<file path="config.mk">
export PLATFORM = sky130hd
export DESIGN_NAME = totp_fob_core
export DESIGN_NICKNAME = d
export VERILOG_FILES = /design/src/rtl/totp_fob_core.sv
export SDC_FILE = /design/constraint.sdc
export NUM_CORES = 1
export LEC_CHECK = 0
export CORE_MARGIN = 2
export CORE_UTILIZATION = 53
export CTS_BUF_LIST = sky130_fd_sc_hd__clkbuf_4
export DETAILED_ROUTE_END_ITERATION = 6
export PLACE_DENSITY_LB_ADDON = 0.25
export SYNTH_ARGS = -nofsm -noshare
export SYNTH_HDL_FRONTEND = slang
export SYNTH_SLANG_ARGS = --single-unit
</file>
<file path="constraint.sdc">
create_clock -name sysclk -period 5.8 [get_ports sysclk]
set_clock_uncertainty 0.1 [all_clocks]
set_input_delay 1.16 -clock sysclk [delete_from_list [all_inputs] [get_ports sysclk]]
set_output_delay 1.16 -clock sysclk [all_outputs]
set_load 0.005 [all_outputs]
</file>
<file path="src/rtl/totp_fob_core.sv">
// totp_fob_core: single-clock 2FA key-fob core. Tick/step timebase, keyed hash,
// iterative double-dabble BCD converter, debounced button and display window FSM.
// Optional build macro FOB_BLANK_LEADING_EN blanks leading zero digits while shown.
module totp_fob_core #(
    parameter int unsigned W              = 16,
    parameter int unsigned DIGITS         = 5,
    parameter int unsigned TICK_DIV       = 1000,
    parameter int unsigned STEP_TICKS     = 5000,
    parameter int unsigned DEBOUNCE_TICKS = 10,
    parameter int unsigned SHOW_TICKS     = 3000
) (
    input  logic                sysclk,
    input  logic                rst_n,
    input  logic                button_in,
    input  logic [W-1:0]        student_id,
    output logic [4*DIGITS-1:0] digits,
    output logic                display_on,
    output logic                code_valid,
    output logic [W-1:0]        cur_time
);

    localparam int unsigned BW      = 4 * DIGITS;
    localparam int unsigned TCW     = (TICK_DIV > 1) ? $clog2(TICK_DIV) : 1;
    localparam int unsigned SCW     = (STEP_TICKS > 1) ? $clog2(STEP_TICKS) : 1;
    localparam int unsigned ICW     = (W > 1) ? $clog2(W) : 1;
    localparam int unsigned CNT_MAX = (SHOW_TICKS > DEBOUNCE_TICKS) ? SHOW_TICKS : DEBOUNCE_TICKS;
    localparam int unsigned BCW     = $clog2(CNT_MAX + 1);

    typedef enum logic [1:0] {StIdle, StDeb, StShow, StHold} state_t;

    logic [TCW-1:0]  r_tick_cnt;
    logic [SCW-1:0]  r_step_cnt;
    logic [W-1:0]    r_cur_time;
    logic            r_started;
    logic            r_load;
    logic [W-1:0]    r_bin;
    logic [BW-1:0]   r_bcd;
    logic [ICW-1:0]  r_bit;
    logic            r_busy;
    logic            r_done;
    logic [BW-1:0]   r_code;
    logic            r_code_valid;
    logic            r_sync1;
    logic            r_sync2;
    state_t          r_state;
    state_t          w_state_d;
    logic [BCW-1:0]  r_btn_cnt;
    logic [BCW-1:0]  w_btn_cnt_d;

    logic            w_tick;
    logic            w_step_wrap;
    logic [W-1:0]    w_x;
    logic [W-1:0]    w_mul;
    logic [W-1:0]    w_hash;
    logic [BW-1:0]   w_bcd_adj;
    logic [BW+W-1:0] w_shift;

    assign w_tick      = (r_tick_cnt == TCW'(TICK_DIV - 1));
    assign w_step_wrap = w_tick && (r_step_cnt == SCW'(STEP_TICKS - 1));

    // Hash uses the already-incremented time because the load is one cycle behind the step.
    assign w_x    = r_cur_time ^ student_id;
    assign w_mul  = w_x * W'(16'h9E37);
    assign w_hash = w_mul ^ {w_x[W/2-1:0], w_x[W-1:W/2]};

    // Timebase: tick divider, step counter, current time and load requests.
    always_ff @(posedge sysclk or negedge rst_n) begin
        if (!rst_n) begin
            r_tick_cnt <= '0;
            r_step_cnt <= '0;
            r_cur_time <= '0;
            r_started  <= 1'b0;
            r_load     <= 1'b0;
        end else begin
            r_tick_cnt <= w_tick ? '0 : r_tick_cnt + 1'b1;
            if (w_tick) begin
                r_step_cnt <= w_step_wrap ? '0 : r_step_cnt + 1'b1;
            end
            if (w_step_wrap) begin
                r_cur_time <= r_cur_time + 1'b1;
            end
            r_started <= 1'b1;
            r_load    <= !r_started || w_step_wrap;
        end
    end

    // Double-dabble step: add 3 to every digit >= 5, then shift one binary bit in.
    always_comb begin
        w_bcd_adj = r_bcd;
        for (int i = 0; i < int'(DIGITS); i++) begin
            if (r_bcd[4*i+:4] >= 4'd5) begin
                w_bcd_adj[4*i+:4] = r_bcd[4*i+:4] + 4'd3;
            end
        end
        w_shift = {w_bcd_adj, r_bin} << 1;
    end

    // Converter: a load captures the hash and (re)starts; W shifts later r_done pulses.
    always_ff @(posedge sysclk or negedge rst_n) begin
        if (!rst_n) begin
            r_bin  <= '0;
            r_bcd  <= '0;
            r_bit  <= '0;
            r_busy <= 1'b0;
            r_done <= 1'b0;
        end else if (r_load) begin
            r_bin  <= w_hash;
            r_bcd  <= '0;
            r_bit  <= '0;
            r_busy <= 1'b1;
            r_done <= 1'b0;
        end else if (r_busy) begin
            r_bcd  <= w_shift[BW+W-1:W];
            r_bin  <= w_shift[W-1:0];
            r_bit  <= r_bit + 1'b1;
            r_busy <= (r_bit != ICW'(W - 1));
            r_done <= (r_bit == ICW'(W - 1));
        end else begin
            r_done <= 1'b0;
        end
    end

    // Atomic copy of a finished conversion into the displayed code.
    always_ff @(posedge sysclk or negedge rst_n) begin
        if (!rst_n) begin
            r_code       <= '0;
            r_code_valid <= 1'b0;
        end else if (r_done) begin
            r_code       <= r_bcd;
            r_code_valid <= 1'b1;
        end
    end

    // Button synchroniser and FSM state/counter registers.
    always_ff @(posedge sysclk or negedge rst_n) begin
        if (!rst_n) begin
            r_sync1   <= 1'b0;
            r_sync2   <= 1'b0;
            r_state   <= StIdle;
            r_btn_cnt <= '0;
        end else begin
            r_sync1   <= button_in;
            r_sync2   <= r_sync1;
            r_state   <= w_state_d;
            r_btn_cnt <= w_btn_cnt_d;
        end
    end

    // Debounce / display-window next state; counter only moves on tick.
    always_comb begin
        w_state_d   = r_state;
        w_btn_cnt_d = r_btn_cnt;
        unique case (r_state)
            StIdle: begin
                if (r_sync2) begin
                    w_state_d   = StDeb;
                    w_btn_cnt_d = '0;
                end
            end
            StDeb: begin
                if (!r_sync2) begin
                    w_state_d = StIdle;
                end else if (w_tick) begin
                    if (r_btn_cnt == BCW'(DEBOUNCE_TICKS - 1)) begin
                        w_state_d   = StShow;
                        w_btn_cnt_d = BCW'(SHOW_TICKS);
                    end else begin
                        w_btn_cnt_d = r_btn_cnt + 1'b1;
                    end
                end
            end
            StShow: begin
                if (w_tick) begin
                    w_btn_cnt_d = (r_btn_cnt == '0) ? '0 : r_btn_cnt - 1'b1;
                    if (r_btn_cnt <= BCW'(1)) begin
                        w_state_d = r_sync2 ? StHold : StIdle;
                    end
                end
            end
            StHold: begin
                if (!r_sync2) begin
                    w_state_d = StIdle;
                end
            end
            default: w_state_d = StIdle;
        endcase
    end

    assign display_on = (r_state == StShow);
    assign code_valid = r_code_valid;
    assign cur_time   = r_cur_time;

`ifdef FOB_BLANK_LEADING_EN
    logic w_lead;
`endif

    // Digit output: blank outside the window or before the first code.
    always_comb begin
        digits = '1;
`ifdef FOB_BLANK_LEADING_EN
        w_lead = 1'b1;
        if (display_on && code_valid) begin
            for (int i = int'(DIGITS) - 1; i >= 1; i--) begin
                if (w_lead && (r_code[4*i+:4] == 4'd0)) begin
                    digits[4*i+:4] = 4'hF;
                end else begin
                    w_lead         = 1'b0;
                    digits[4*i+:4] = r_code[4*i+:4];
                end
            end
            digits[3:0] = r_code[3:0];
        end
`else
        if (display_on && code_valid) begin
            digits = r_code;
        end
`endif
    end

endmodule

</file>
==> flow_metrics.env, run 1 <==
export IMPL_design_area_mm2=0.0107
export IMPL_syn_area_mm2=0.00890
export IMPL_hold_path_class="reg -> reg"
export IMPL_yosys_warnings=0
export IMPL_vias=6761
export IMPL_power_density_mw_per_mm2=404
export IMPL_multi_input_area_mm2=0.00556
export IMPL_totalWireLength_um=19500
export IMPL_htree_num_levels=4
export IMPL_place_area_mm2=0.0102
export IMPL_final_cell_mix="dfrtp_1 (120), inv_1 (101), buf_4 (82)"
export IMPL_gr_usage_all_layers_pct=23.1
export IMPL_cts_buffer_depth=2
export IMPL_period_minus_slack_ns=5.72
export IMPL_numCtsBuffers=17
export IMPL_final_antenna_net_count=0
export IMPL_routabilityCongestion=0.925
export IMPL_required_ns=6.15
export IMPL_end_kind="flop"
export IMPL_leakagePower_nw=5.13
export IMPL_drt_iter0_drc=341
export IMPL_viasPerCell=5.31
export IMPL_p_int_mw=2.55
export IMPL_tightest_slew_ns=0.985
export IMPL_io_pins=57
export IMPL_critPathMaxFanout=2
export IMPL_placed_cells=1234
export IMPL_wl_per_cell_um=15.3
export IMPL_min_delay_start="r_sync1$_DFF_PN0_"
export IMPL_clock_power_share_pct=13.9
export IMPL_crit_arrival_ns=6.06
export IMPL_drc=0
export IMPL_utilization_pct=64.7
export IMPL_pwr_share_seq_pct=23.3
export IMPL_p_sw_mw=1.77
export IMPL_grt_pass1_vias=6687
export IMPL_setup_viol=0
export IMPL_worst_hold_path_num_cells=0
export IMPL_synth_main_ff_cell="dfrtp_1"
export IMPL_die_height_um=134
export IMPL_switching_share_pct=41.0
export IMPL_die_area_mm2=0.0178
export IMPL_worstSetupPathType="in -> reg"
export IMPL_avgSynthCellArea_um2=9.73
export IMPL_min_to="r_sync2$_DFF_PN0_"
export IMPL_fillers=1347
export IMPL_drive_above_1_share_pct=18.1
export IMPL_ys_types=65
export IMPL_antenna_found_initial=0
export IMPL_r2r_end="r_bin[15]$_DFFE_PN0P_"
export IMPL_p_total_mw=4.32
export IMPL_row_count=47
export IMPL_postCtsHoldBufs=0
export IMPL_seqCellArea_mm2=0.00300
export IMPL_peakVddDrop_v=0.000358
export IMPL_syn_nets=1051
export IMPL_first_pass_iters=5
export IMPL_portBuffers=56
export IMPL_die_w_um=134
export IMPL_cap_violations=0
export IMPL_n_antenna_cell=0
export IMPL_clock_sinks=120
export IMPL_synth_edf_count=0
export IMPL_fin_crit_sh_pct=98.6
export IMPL_max_freq_ghz=0.175
export IMPL_grt_start_max_net_pins=72
export IMPL_hpwl_um=14600
export IMPL_outcome="finished clean"
export IMPL_fin_cells=1274
export IMPL_num_nets_final=1177
export IMPL_reg2reg_slack_ns=0.64
export IMPL_syn_inst=915
export IMPL_ys_seq_elements=120
export IMPL_hold_viol=0
export IMPL_reg2regPathDepth=15
export IMPL_slew_headroom_pct=34.1
export IMPL_postSynth_asyncResetShare_pct=100
export IMPL_cts_tree="done"
export IMPL_p_comb_share_pct=62.7
export IMPL_area_growth_synth_to_final_pct=20.1
export IMPL_start_util_pct=53.9
export IMPL_ys_seq_area_share_pct=33.7
export IMPL_cp_start_kind="primary input"
export IMPL_final_common_cell="dfrtp_1"
export IMPL_grt_pass1_wl_um=32800
export IMPL_overflow=0
export IMPL_root_buffer="clkbuf_4"
export IMPL_core_mm2=0.0165
export IMPL_path_clk_slew_ns=0.12
export IMPL_r2r_start="cur_time[8]$_DFFE_PN0P_"
export IMPL_clock_latency_ns=0.55
export IMPL_drv_slew=0
==> through the flow <==
stage	TNS, ns	hold WS (ns)	setup slack, ns
6_report	0	0.261	0.0841
5_1_grt	-0.0119	0.277	-0.0119
4_1_cts	0	0.265	0.00687
3_5_place_dp	-2.48	0.243	-0.736
3_3_place_gp	-2.10	0.232	-0.569
2_1_floorplan	0	0.231	0.00512
==> registers in the layout, indices dropped and copies added, names as in the netlist <==
name and count:
cur_time 16, r_btn_cnt 12, r_state 2, r_bcd 20
code_valid 1, r_bit 4, r_load 1, r_sync2 1
r_busy 1, r_code 20, r_done 1, r_bin 16
r_tick_cnt 10, r_started 1, r_step_cnt 13, r_sync1 1
==> worst max path at each step <==
stage / slack [ns] / end / start / depth (start not counted)
finish: 0.08 / r_bin[15]$_DFFE_PN0P_ / student_id[8] / 16
global route: -0.01 / r_bin[15]$_DFFE_PN0P_ / student_id[6] / 17
CTS: 0.007 / r_bin[15]$_DFFE_PN0P_ / student_id[9] / 18
detailed placement: -0.74 / r_bin[15]$_DFFE_PN0P_ / student_id[9] / 17
global placement: -0.57 / r_bin[15]$_DFFE_PN0P_ / student_id[9] / 17
floorplan: 0.005 / r_bin[15]$_DFFE_PN0P_ / student_id[10] / 16
==> metal layers <==
layer  wire, um  track usage (%)  up-vias
met3        585             4.83       33
met4        402             7.09        0
li1           -                -     3332
met2       9530             38.5      113
met5          0                0        -
met1       8940             30.4     3283
==> synthesized netlist by cell type, types with 4 or more instances <==
library cell / number / area (um2)
dfrtp_1: 120 / 3000
inv_1: 102 / 383
ha_1: 76 / 951
nand2_1: 59 / 221
nor2_1: 56 / 210
xnor2_1: 53 / 464
xor2_1: 46 / 403
fa_1: 41 / 821
o21ai_0: 40 / 200
a21oi_1: 39 / 195
o21ai_1: 26 / 130
mux2_2: 23 / 259
clkbuf_1: 22 / 82.6
nand3_1: 21 / 105
or2_2: 21 / 131
nor3_1: 16 / 80.1
mux2i_1: 15 / 150
a211oi_1: 10 / 75.1
and3_1: 10 / 62.6
nand4_1: 10 / 62.6
nor2b_1: 9 / 56.3
nand2b_1: 8 / 50.1
a21o_1: 6 / 45.0
and2_1: 6 / 37.5
or3_1: 6 / 37.5
a31oi_1: 5 / 31.3
a22oi_1: 4 / 30.0
==> power by group through the flow <==
| stage | registers, mW | logic [mW] | clock network [mW] |
|---|---|---|---|
| 2_1_floorplan | 0.989 | 1.86 | 0 |
| 3_3_place_gp | 1.02 | 2.56 | 0 |
| 3_5_place_dp | 1.02 | 2.62 | 0 |
| 4_1_cts | 1.01 | 2.64 | 0.624 |
| 5_1_grt | 1.02 | 3.03 | 0.666 |
| 6_report | 1.01 | 2.71 | 0.602 |
==> cell families (layout without fill, tap and decap cells) <==
| group | Yosys count | in the layout | synth area share (%) |
|---|---|---|---|
| and+or+nand+nor | 240 | 240 | 13.5 |
| AOI/OAI and AO/OA | 158 | 158 | 10.8 |
| buffers and inverters | 134 | 273 | 6.00 |
| DFF | 120 | 120 | 33.7 |
| adders and majority gates | 117 | 117 | 19.9 |
| xor gates and xnor gates | 105 | 105 | 11.2 |
| muxes | 40 | 40 | 4.85 |
| other | 1 | 1 | 0.0421 |
==> critical path, stage by stage <==
cell	delay [ns]
clkdlybuf4s50_1	0.50
xor2_2	0.19
buf_4	0.15
ha_4	0.21
fa_1	0.56
fa_1	0.44
fa_1	0.50
fa_1	0.55
inv_1	0.06
fa_1	0.52
inv_1	0.04
ha_1	0.29
or3_2	0.46
o21ai_2	0.08
o21ai_1	0.09
o221a_2	0.26
==> repair_timing <==
item                       4_1_cts  5_1_grt
hold endpoints to repair         0        0
setup endpoints to repair        1        3
pin swaps                        3       12
gates resized for setup          7       15
buffers inserted                 0        8
==> cell type report <==
class | instances | area share [%]
sequential | 120 | 28.1
multi-input combinational | 661 | 52.0
clock inverter | 14 | 1.37
timing repair buffer | 138 | 11.0
clock buffer | 18 | 1.26
inverter | 103 | 3.62
tap | 220 | 2.58
Power figures use the tool's default switching activity.
==> run 2, diff against run 1 <==
--- a/config.mk
+++ b/config.mk
@@ -5,6 +5,7 @@
 export SDC_FILE = /design/constraint.sdc
 export NUM_CORES = 1
 export LEC_CHECK = 0
+export CAP_MARGIN = 40
 export CORE_MARGIN = 2
 export CORE_UTILIZATION = 53
 export CTS_BUF_LIST = sky130_fd_sc_hd__clkbuf_4
==> constraint.sdc (replaced) <==
create_clock -name sysclk -period 4.75 [get_ports sysclk]
set_clock_uncertainty 0.1 [all_clocks]
set_input_delay 0.95 -clock sysclk [delete_from_list [all_inputs] [get_ports sysclk]]
set_output_delay 0.95 -clock sysclk [all_outputs]
set_load 0.005 [all_outputs]
==> run 2 against run 1 <==
  * Wire length is 1.6% higher
  * Largest power group unchanged
  * Worst hold slack worse by 0.14 ns
  * Clock power is 59% higher
  * Utilization is 4.9 points higher
  * Die area stayed put
  * Non-clock buffer count is 27 higher
  * Register-to-register slack worse by 0.82 ns
  * Cell count is 2.1% higher
  * Total power is 43% higher
  * Critical path depth is 1 lower
  * Sequential share of layout area is 1.9 points lower
  * Via count is 2.8% higher
  * Highest routed layer unchanged
  * The flow now finishes with violations (setup timing)
==> flow_metrics.env, run 2 (synthesis results as in run 1) <==
export IMPL_antenna_found_initial=0
export IMPL_grt_pass1_vias=6669
export IMPL_totalWireLength_um=19800
export IMPL_first_pass_iters=5
export IMPL_hold_viol=0
export IMPL_n_antenna_cell=0
export IMPL_drive_above_1_share_pct=26.2
export IMPL_reg2regPathDepth=16
export IMPL_die_w_um=134
export IMPL_num_nets_final=1204
export IMPL_overflow=0
export IMPL_numCtsBuffers=17
export IMPL_clock_power_share_pct=15.6
export IMPL_htree_num_levels=4
export IMPL_top_regs="r_bcd (20), r_code (20)"
export IMPL_cp_common_cell="fa_1"
export IMPL_critPathSlowestCell="fa_1"
export IMPL_fin_cells=1301
export IMPL_drc=0
export IMPL_wl_per_cell_um=15.2
export IMPL_die_height_um=134
export IMPL_pwr_share_seq_pct=20.0
export IMPL_worstSetupPathType="in -> reg"
export IMPL_reg2reg_slack_ns=-0.18
export IMPL_routabilityCongestion=0.938
export IMPL_row_count=47
export IMPL_slowest_delay_ns=0.54
export IMPL_portBuffers=56
export IMPL_design_area_mm2=0.0115
export IMPL_crit_arrival_ns=5.35
export IMPL_switching_share_pct=39.5
export IMPL_clock_sinks=120
export IMPL_setup_viol=3
export IMPL_area_growth_synth_to_final_pct=29.1
export IMPL_p_int_mw=3.73
export IMPL_fin_crit_sh_pct=106
export IMPL_power_density_mw_per_mm2=536
export IMPL_cts_tree="done"
export IMPL_r2r_start="cur_time[9]$_DFFE_PN0P_"
export IMPL_io_pins=57
export IMPL_viasPerCell=5.34
export IMPL_start_util_pct=53.9
export IMPL_leakagePower_nw=5.36
export IMPL_required_ns=5.08
export IMPL_cp_startpoint="student_id[11]"
export IMPL_crit_path_end="r_bin[15]$_DFFE_PN0P_"
export IMPL_clock_latency_ns=0.55
export IMPL_final_cell_mix="dfrtp_1 (115), buf_4 (101), inv_1 (94)"
export IMPL_worst_slack_ns=-0.267
export IMPL_p_comb_share_pct=64.4
export IMPL_peakVddDrop_v=0.000493
export IMPL_final_common_cell="dfrtp_1"
export IMPL_end_kind="flop"
export IMPL_tightest_slew_ns=0.712
export IMPL_die_area_mm2=0.0178
export IMPL_rsz0062_at_grt="true"
export IMPL_critPathMaxFanout=3
export IMPL_fin_setup_tns_ns=-0.545
export IMPL_hpwl_um=14900
export IMPL_pre_cts_ws_ns=-1.21
export IMPL_path_cells="clkdlybuf4s15_2 > xor2_4 > ha_4 > fa_1 > fa_1 > fa_1 > fa_1 > inv_1 > fa_1 > inv_1 > ha_4 > or3_4 > o21ai_2 > or4b_1 > o221a_2"
export IMPL_cp_start_kind="primary input"
export IMPL_vias=6948
export IMPL_place_area_mm2=0.0108
export IMPL_outcome="complete, but fails checks"
export IMPL_slew_headroom_pct=52.5
export IMPL_drt_iter0_drc=398
export IMPL_grt_start_max_net_pins=68
export IMPL_gr_usage_all_layers_pct=23.1
export IMPL_final_antenna_net_count=0
export IMPL_grt_pass1_wl_um=32900
export IMPL_max_freq_ghz=0.199
export IMPL_root_buffer="clkbuf_4"
export IMPL_drv_slew=0
export IMPL_core_mm2=0.0165
export IMPL_cts_buffer_depth=2
export IMPL_hold_path_class="in -> async"
export IMPL_p_sw_mw=2.43
export IMPL_r2r_end="r_bin[15]$_DFFE_PN0P_"
export IMPL_cap_violations=0
export IMPL_violations="setup timing"
export IMPL_path_clk_slew_ns=0.11
export IMPL_period_minus_slack_ns=5.02
export IMPL_placed_cells=1255
==> run 2: changes by cell type in the layout (fill, tap and decap cells not counted), moves of 5 or more <==
| cell | change |
|---|---|
| buf_4 | +19 |
| ha_1 | -18 |
| ha_4 | +14 |
| clkdlybuf4s50_1 | -12 |
| xor2_4 | +10 |
| buf_2 | +7 |
| buf_6 | +7 |
| inv_1 | -7 |
| inv_2 | +7 |
| xor2_1 | -7 |
| dfrtp_1 | -5 |
| dfrtp_2 | +5 |
==> run 2: worst max-delay path, delay by kind of cell <==
kind,cells,cell delay [ns]
buffers and inverters,3,0.33
AO/OA/AOI/OAI,2,0.19
AND/OR/NAND/NOR,2,0.61
adder cells (fa/ha/maj),7,3.03
XOR/XNOR,1,0.23
==> run 2: worst min-delay path by stage <==
stage / startpoint / to / cells after the start
floorplan: r_sync1$_DFF_PN0_ / r_sync2$_DFF_PN0_ / 0
global placement: r_sync1$_DFF_PN0_ / r_sync2$_DFF_PN0_ / 0
detailed placement: r_sync1$_DFF_PN0_ / r_sync2$_DFF_PN0_ / 0
CTS: rst_n / r_bin[13]$_DFFE_PN0P_ / 1
global route: rst_n / r_bin[15]$_DFFE_PN0P_ / 1
finish: rst_n / r_bin[13]$_DFFE_PN0P_ / 1
==> run 2: area by class of cell <==
class                   instances  area (um2)
clock buffers                  19         143
clock inverters                13         240
fillers                      1204        5030
inverters                     103         387
multi-input cells             661        6020
flip-flops and latches        120        3010
well taps                     220         275
repair buffers                165        1420
==> run 2: through the flow <==
stage          hold WS [ns]  power (mW)  utilization (%)
3_3_place_gp          0.233        4.77             65.2
6_report              0.119        6.16             69.5
3_5_place_dp          0.244        4.88             65.5
2_1_floorplan         0.231        3.89                -
4_1_cts              0.0773        5.95             68.6
5_1_grt              0.0723        6.64             69.5
==> run 2: power groups by stage <==
stage | Combinational (mW) | Clock (mW) | Sequential [mW]
CTS | 3.74 | 0.983 | 1.23
global placement | 3.52 | 0 | 1.24
finish | 3.97 | 0.960 | 1.23
detailed placement | 3.63 | 0 | 1.25
floorplan | 2.68 | 0 | 1.21
global route | 4.36 | 1.03 | 1.25
==> run 2: routing by layer <==
metal	track usage, %	wire, um	vias up
li1	-	-	3381
met1	31.5	9000	3364
met2	37.1	9510	167
met3	4.41	831	36
met4	8.45	438	0
met5	0	0	-
==> run 2: repair_timing <==
item                                   CTS  global route
setup endpoints to repair                7             6
buffers inserted                         8             6
hold buffers                             0             0
endpoints found under the hold margin    0             0
resized for setup                       69            30
pin swaps                               30            26
==> run 3, diff against run 2 <==
--- a/config.mk
+++ b/config.mk
@@ -6,7 +6,7 @@
 export NUM_CORES = 1
 export LEC_CHECK = 0
 export CAP_MARGIN = 40
-export CORE_MARGIN = 2
+export CORE_MARGIN = 3
 export CORE_UTILIZATION = 53
 export CTS_BUF_LIST = sky130_fd_sc_hd__clkbuf_4
 export DETAILED_ROUTE_END_ITERATION = 6
==> run 3 against run 2 <==
  * The run still ends with setup timing left
  * Worst hold slack improved by 0.15 ns
  * Cell count down 0.61%
  * Clock-buffer cell count decreased by 2
  * Total power fell by 3.7%
  * Sequential share of layout area grew 0.32 points
  * Cell area down 1.1%
  * First-iteration DRC count is 34% higher
==> flow_metrics.env, run 3 (synthesis results as in run 1) <==
export IMPL_outcome="complete, but fails checks"
export IMPL_violations="setup timing"
export IMPL_power_density_mw_per_mm2=522
export IMPL_tightest_slew_ns=0.934
export IMPL_r2r_end="r_bin[15]$_DFFE_PN0P_"
export IMPL_cp_common_cell="fa_1"
export IMPL_cap_violations=0
export IMPL_final_antenna_net_count=0
export IMPL_io_pins=57
export IMPL_final_common_cell="dfrtp_1"
export IMPL_die_w_um=136
export IMPL_path_clk_slew_ns=0.11
export IMPL_fin_crit_sh_pct=105
export IMPL_die_area_mm2=0.0184
export IMPL_top_regs="r_bcd (20), r_code (20)"
export IMPL_crit_family="adder cells"
export IMPL_antenna_found_initial=1
export IMPL_required_ns=5.09
export IMPL_cts_buffer_depth=2
export IMPL_hold_viol=0
export IMPL_slowest_delay_ns=0.52
export IMPL_fin_cells=1293
export IMPL_drc=0
export IMPL_end_kind="flop"
export IMPL_grt_pass1_vias=6968
export IMPL_wl_per_cell_um=15.8
export IMPL_multi_input_area_mm2=0.00606
export IMPL_final_cell_mix="dfrtp_1 (112), buf_4 (95), inv_1 (90)"
export IMPL_rsz0062_at_grt="true"
export IMPL_reg2regPathDepth=17
export IMPL_num_nets_final=1200
export IMPL_min_delay_start="r_sync1$_DFF_PN0_"
export IMPL_reg2reg_slack_ns=-0.20
export IMPL_portBuffers=56
export IMPL_worstSetupPathType="in -> reg"
export IMPL_setup_viol=3
export IMPL_htree_num_levels=4
export IMPL_clock_sinks=120
export IMPL_gr_usage_all_layers_pct=23.0
export IMPL_fin_setup_tns_ns=-0.642
export IMPL_period_minus_slack_ns=5.00
export IMPL_pre_cts_ws_ns=-1.32
export IMPL_worst_hold_path_num_cells=0
export IMPL_drive_above_1_share_pct=26.6
export IMPL_leakagePower_nw=5.26
export IMPL_seqCellArea_mm2=0.00301
export IMPL_hpwl_um=15100
export IMPL_min_to="r_sync2$_DFF_PN0_"
export IMPL_cts_tree="done"
export IMPL_core_mm2=0.0162
export IMPL_path_cells="buf_8 > xor2_4 > ha_4 > buf_6 > fa_1 > ha_4 > inv_2 > fa_1 > inv_2 > fa_1 > inv_1 > fa_1 > inv_2 > ha_4 > a21o_1 > a21o_2 > a2111oi_4 > o21ai_1 > o221a_2"
export IMPL_slew_headroom_pct=37.7
export IMPL_root_buffer="clkbuf_4"
export IMPL_viasPerCell=5.35
export IMPL_start_util_pct=55.0
export IMPL_cp_start_kind="primary input"
export IMPL_placed_cells=1248
export IMPL_overflow=0
export IMPL_area_growth_synth_to_final_pct=27.7
export IMPL_grt_pass1_wl_um=33900
export IMPL_r2r_start="cur_time[13]$_DFFE_PN0P_"
export IMPL_path_buf_inv=6
export IMPL_numCtsBuffers=17
export IMPL_p_total_mw=5.93
export IMPL_critPathMaxFanout=3
export IMPL_routabilityCongestion=0.894
export IMPL_critPathSlowestCell="fa_1"
export IMPL_first_pass_iters=5
export IMPL_crit_arrival_ns=5.34
export IMPL_drt_iter0_drc=535
export IMPL_fillers=1204
export IMPL_drv_slew=0
export IMPL_max_freq_ghz=0.200
export IMPL_totalWireLength_um=20400
export IMPL_clock_latency_ns=0.54
export IMPL_row_count=46
export IMPL_worst_slack_ns=-0.252
export IMPL_peakVddDrop_v=0.000383
export IMPL_hold_path_class="reg -> reg"
export IMPL_die_height_um=136
export IMPL_vias=6924
export IMPL_grt_start_max_net_pins=69
==> run 3: how the worst max path moves through the flow <==
stage,cells past startpoint,to,startpoint,slack [ns]
floorplan,17,r_bin[15]$_DFFE_PN0P_,student_id[13],-0.56
global placement,18,r_bin[15]$_DFFE_PN0P_,student_id[13],-1.14
detailed placement,17,r_bin[15]$_DFFE_PN0P_,student_id[13],-1.32
CTS,16,r_bin[15]$_DFFE_PN0P_,cur_time[9]$_DFFE_PN0P_,-0.30
global route,19,r_bin[15]$_DFFE_PN0P_,student_id[7],-0.36
finish,19,r_bin[15]$_DFFE_PN0P_,student_id[10],-0.25
==> run 3: per-stage QoR <==
stage	area, um2	utilization (%)	hold slack, ns
after floorplan	9390	-	0.231
after global placement	10800	66.6	0.234
after detailed placement	10800	66.9	0.241
after CTS	11200	69.0	0.268
after global routing	11400	70.3	0.283
final	11400	70.3	0.264
==> run 3: final cells by class <==
| class | instances | share of cell area [%] |
|---|---|---|
| flip-flops and latches | 120 | 26.5 |
| repair buffers | 161 | 12.2 |
| inverters | 103 | 3.40 |
| well taps | 216 | 2.38 |
| clock inverters | 14 | 1.08 |
| multi-input cells | 661 | 53.3 |
| clock buffers | 17 | 1.12 |
| diodes | 1 | 0.0220 |
==> run 3: worst register-to-register path: stages, from the launching register on <==
cell and delay [ns]:
dfrtp_2 0.46, xnor2_4 0.17, inv_1 0.08, ha_4 0.27, inv_2 0.03, fa_1 0.47
fa_1 0.49, inv_1 0.05, fa_1 0.47, inv_1 0.05, fa_1 0.46, fa_2 0.37
xor2_2 0.17, xnor2_2 0.26, xnor2_4 0.11, xnor3_1 0.26, or4b_1 0.45, o221a_2 0.14
==> run 3: layer usage <==
layer  global-route usage, %  vias to the layer above  wire, um
met5                       0                        -         0
met4                    5.54                        0       333
met3                    4.35                       28       778
met2                    37.8                      160     10000
met1                    31.8                     3363      9290
li1                        -                     3373         -
==> run 3: report_power, final <==
part	switching, mW	total, mW	internal (mW)
Combinational	1.91	4.01	2.11
Clock	0.431	0.690	0.259
Sequential	0.0988	1.23	1.13
Total	2.44	5.93	3.50
==> run 3: timing repair <==
item,4_1_cts,5_1_grt
buffers inserted,6,8
resized for setup,62,49
pin swaps,29,38
endpoints found under the setup margin,7,7
cloned,0,0
hold buffers,0,0
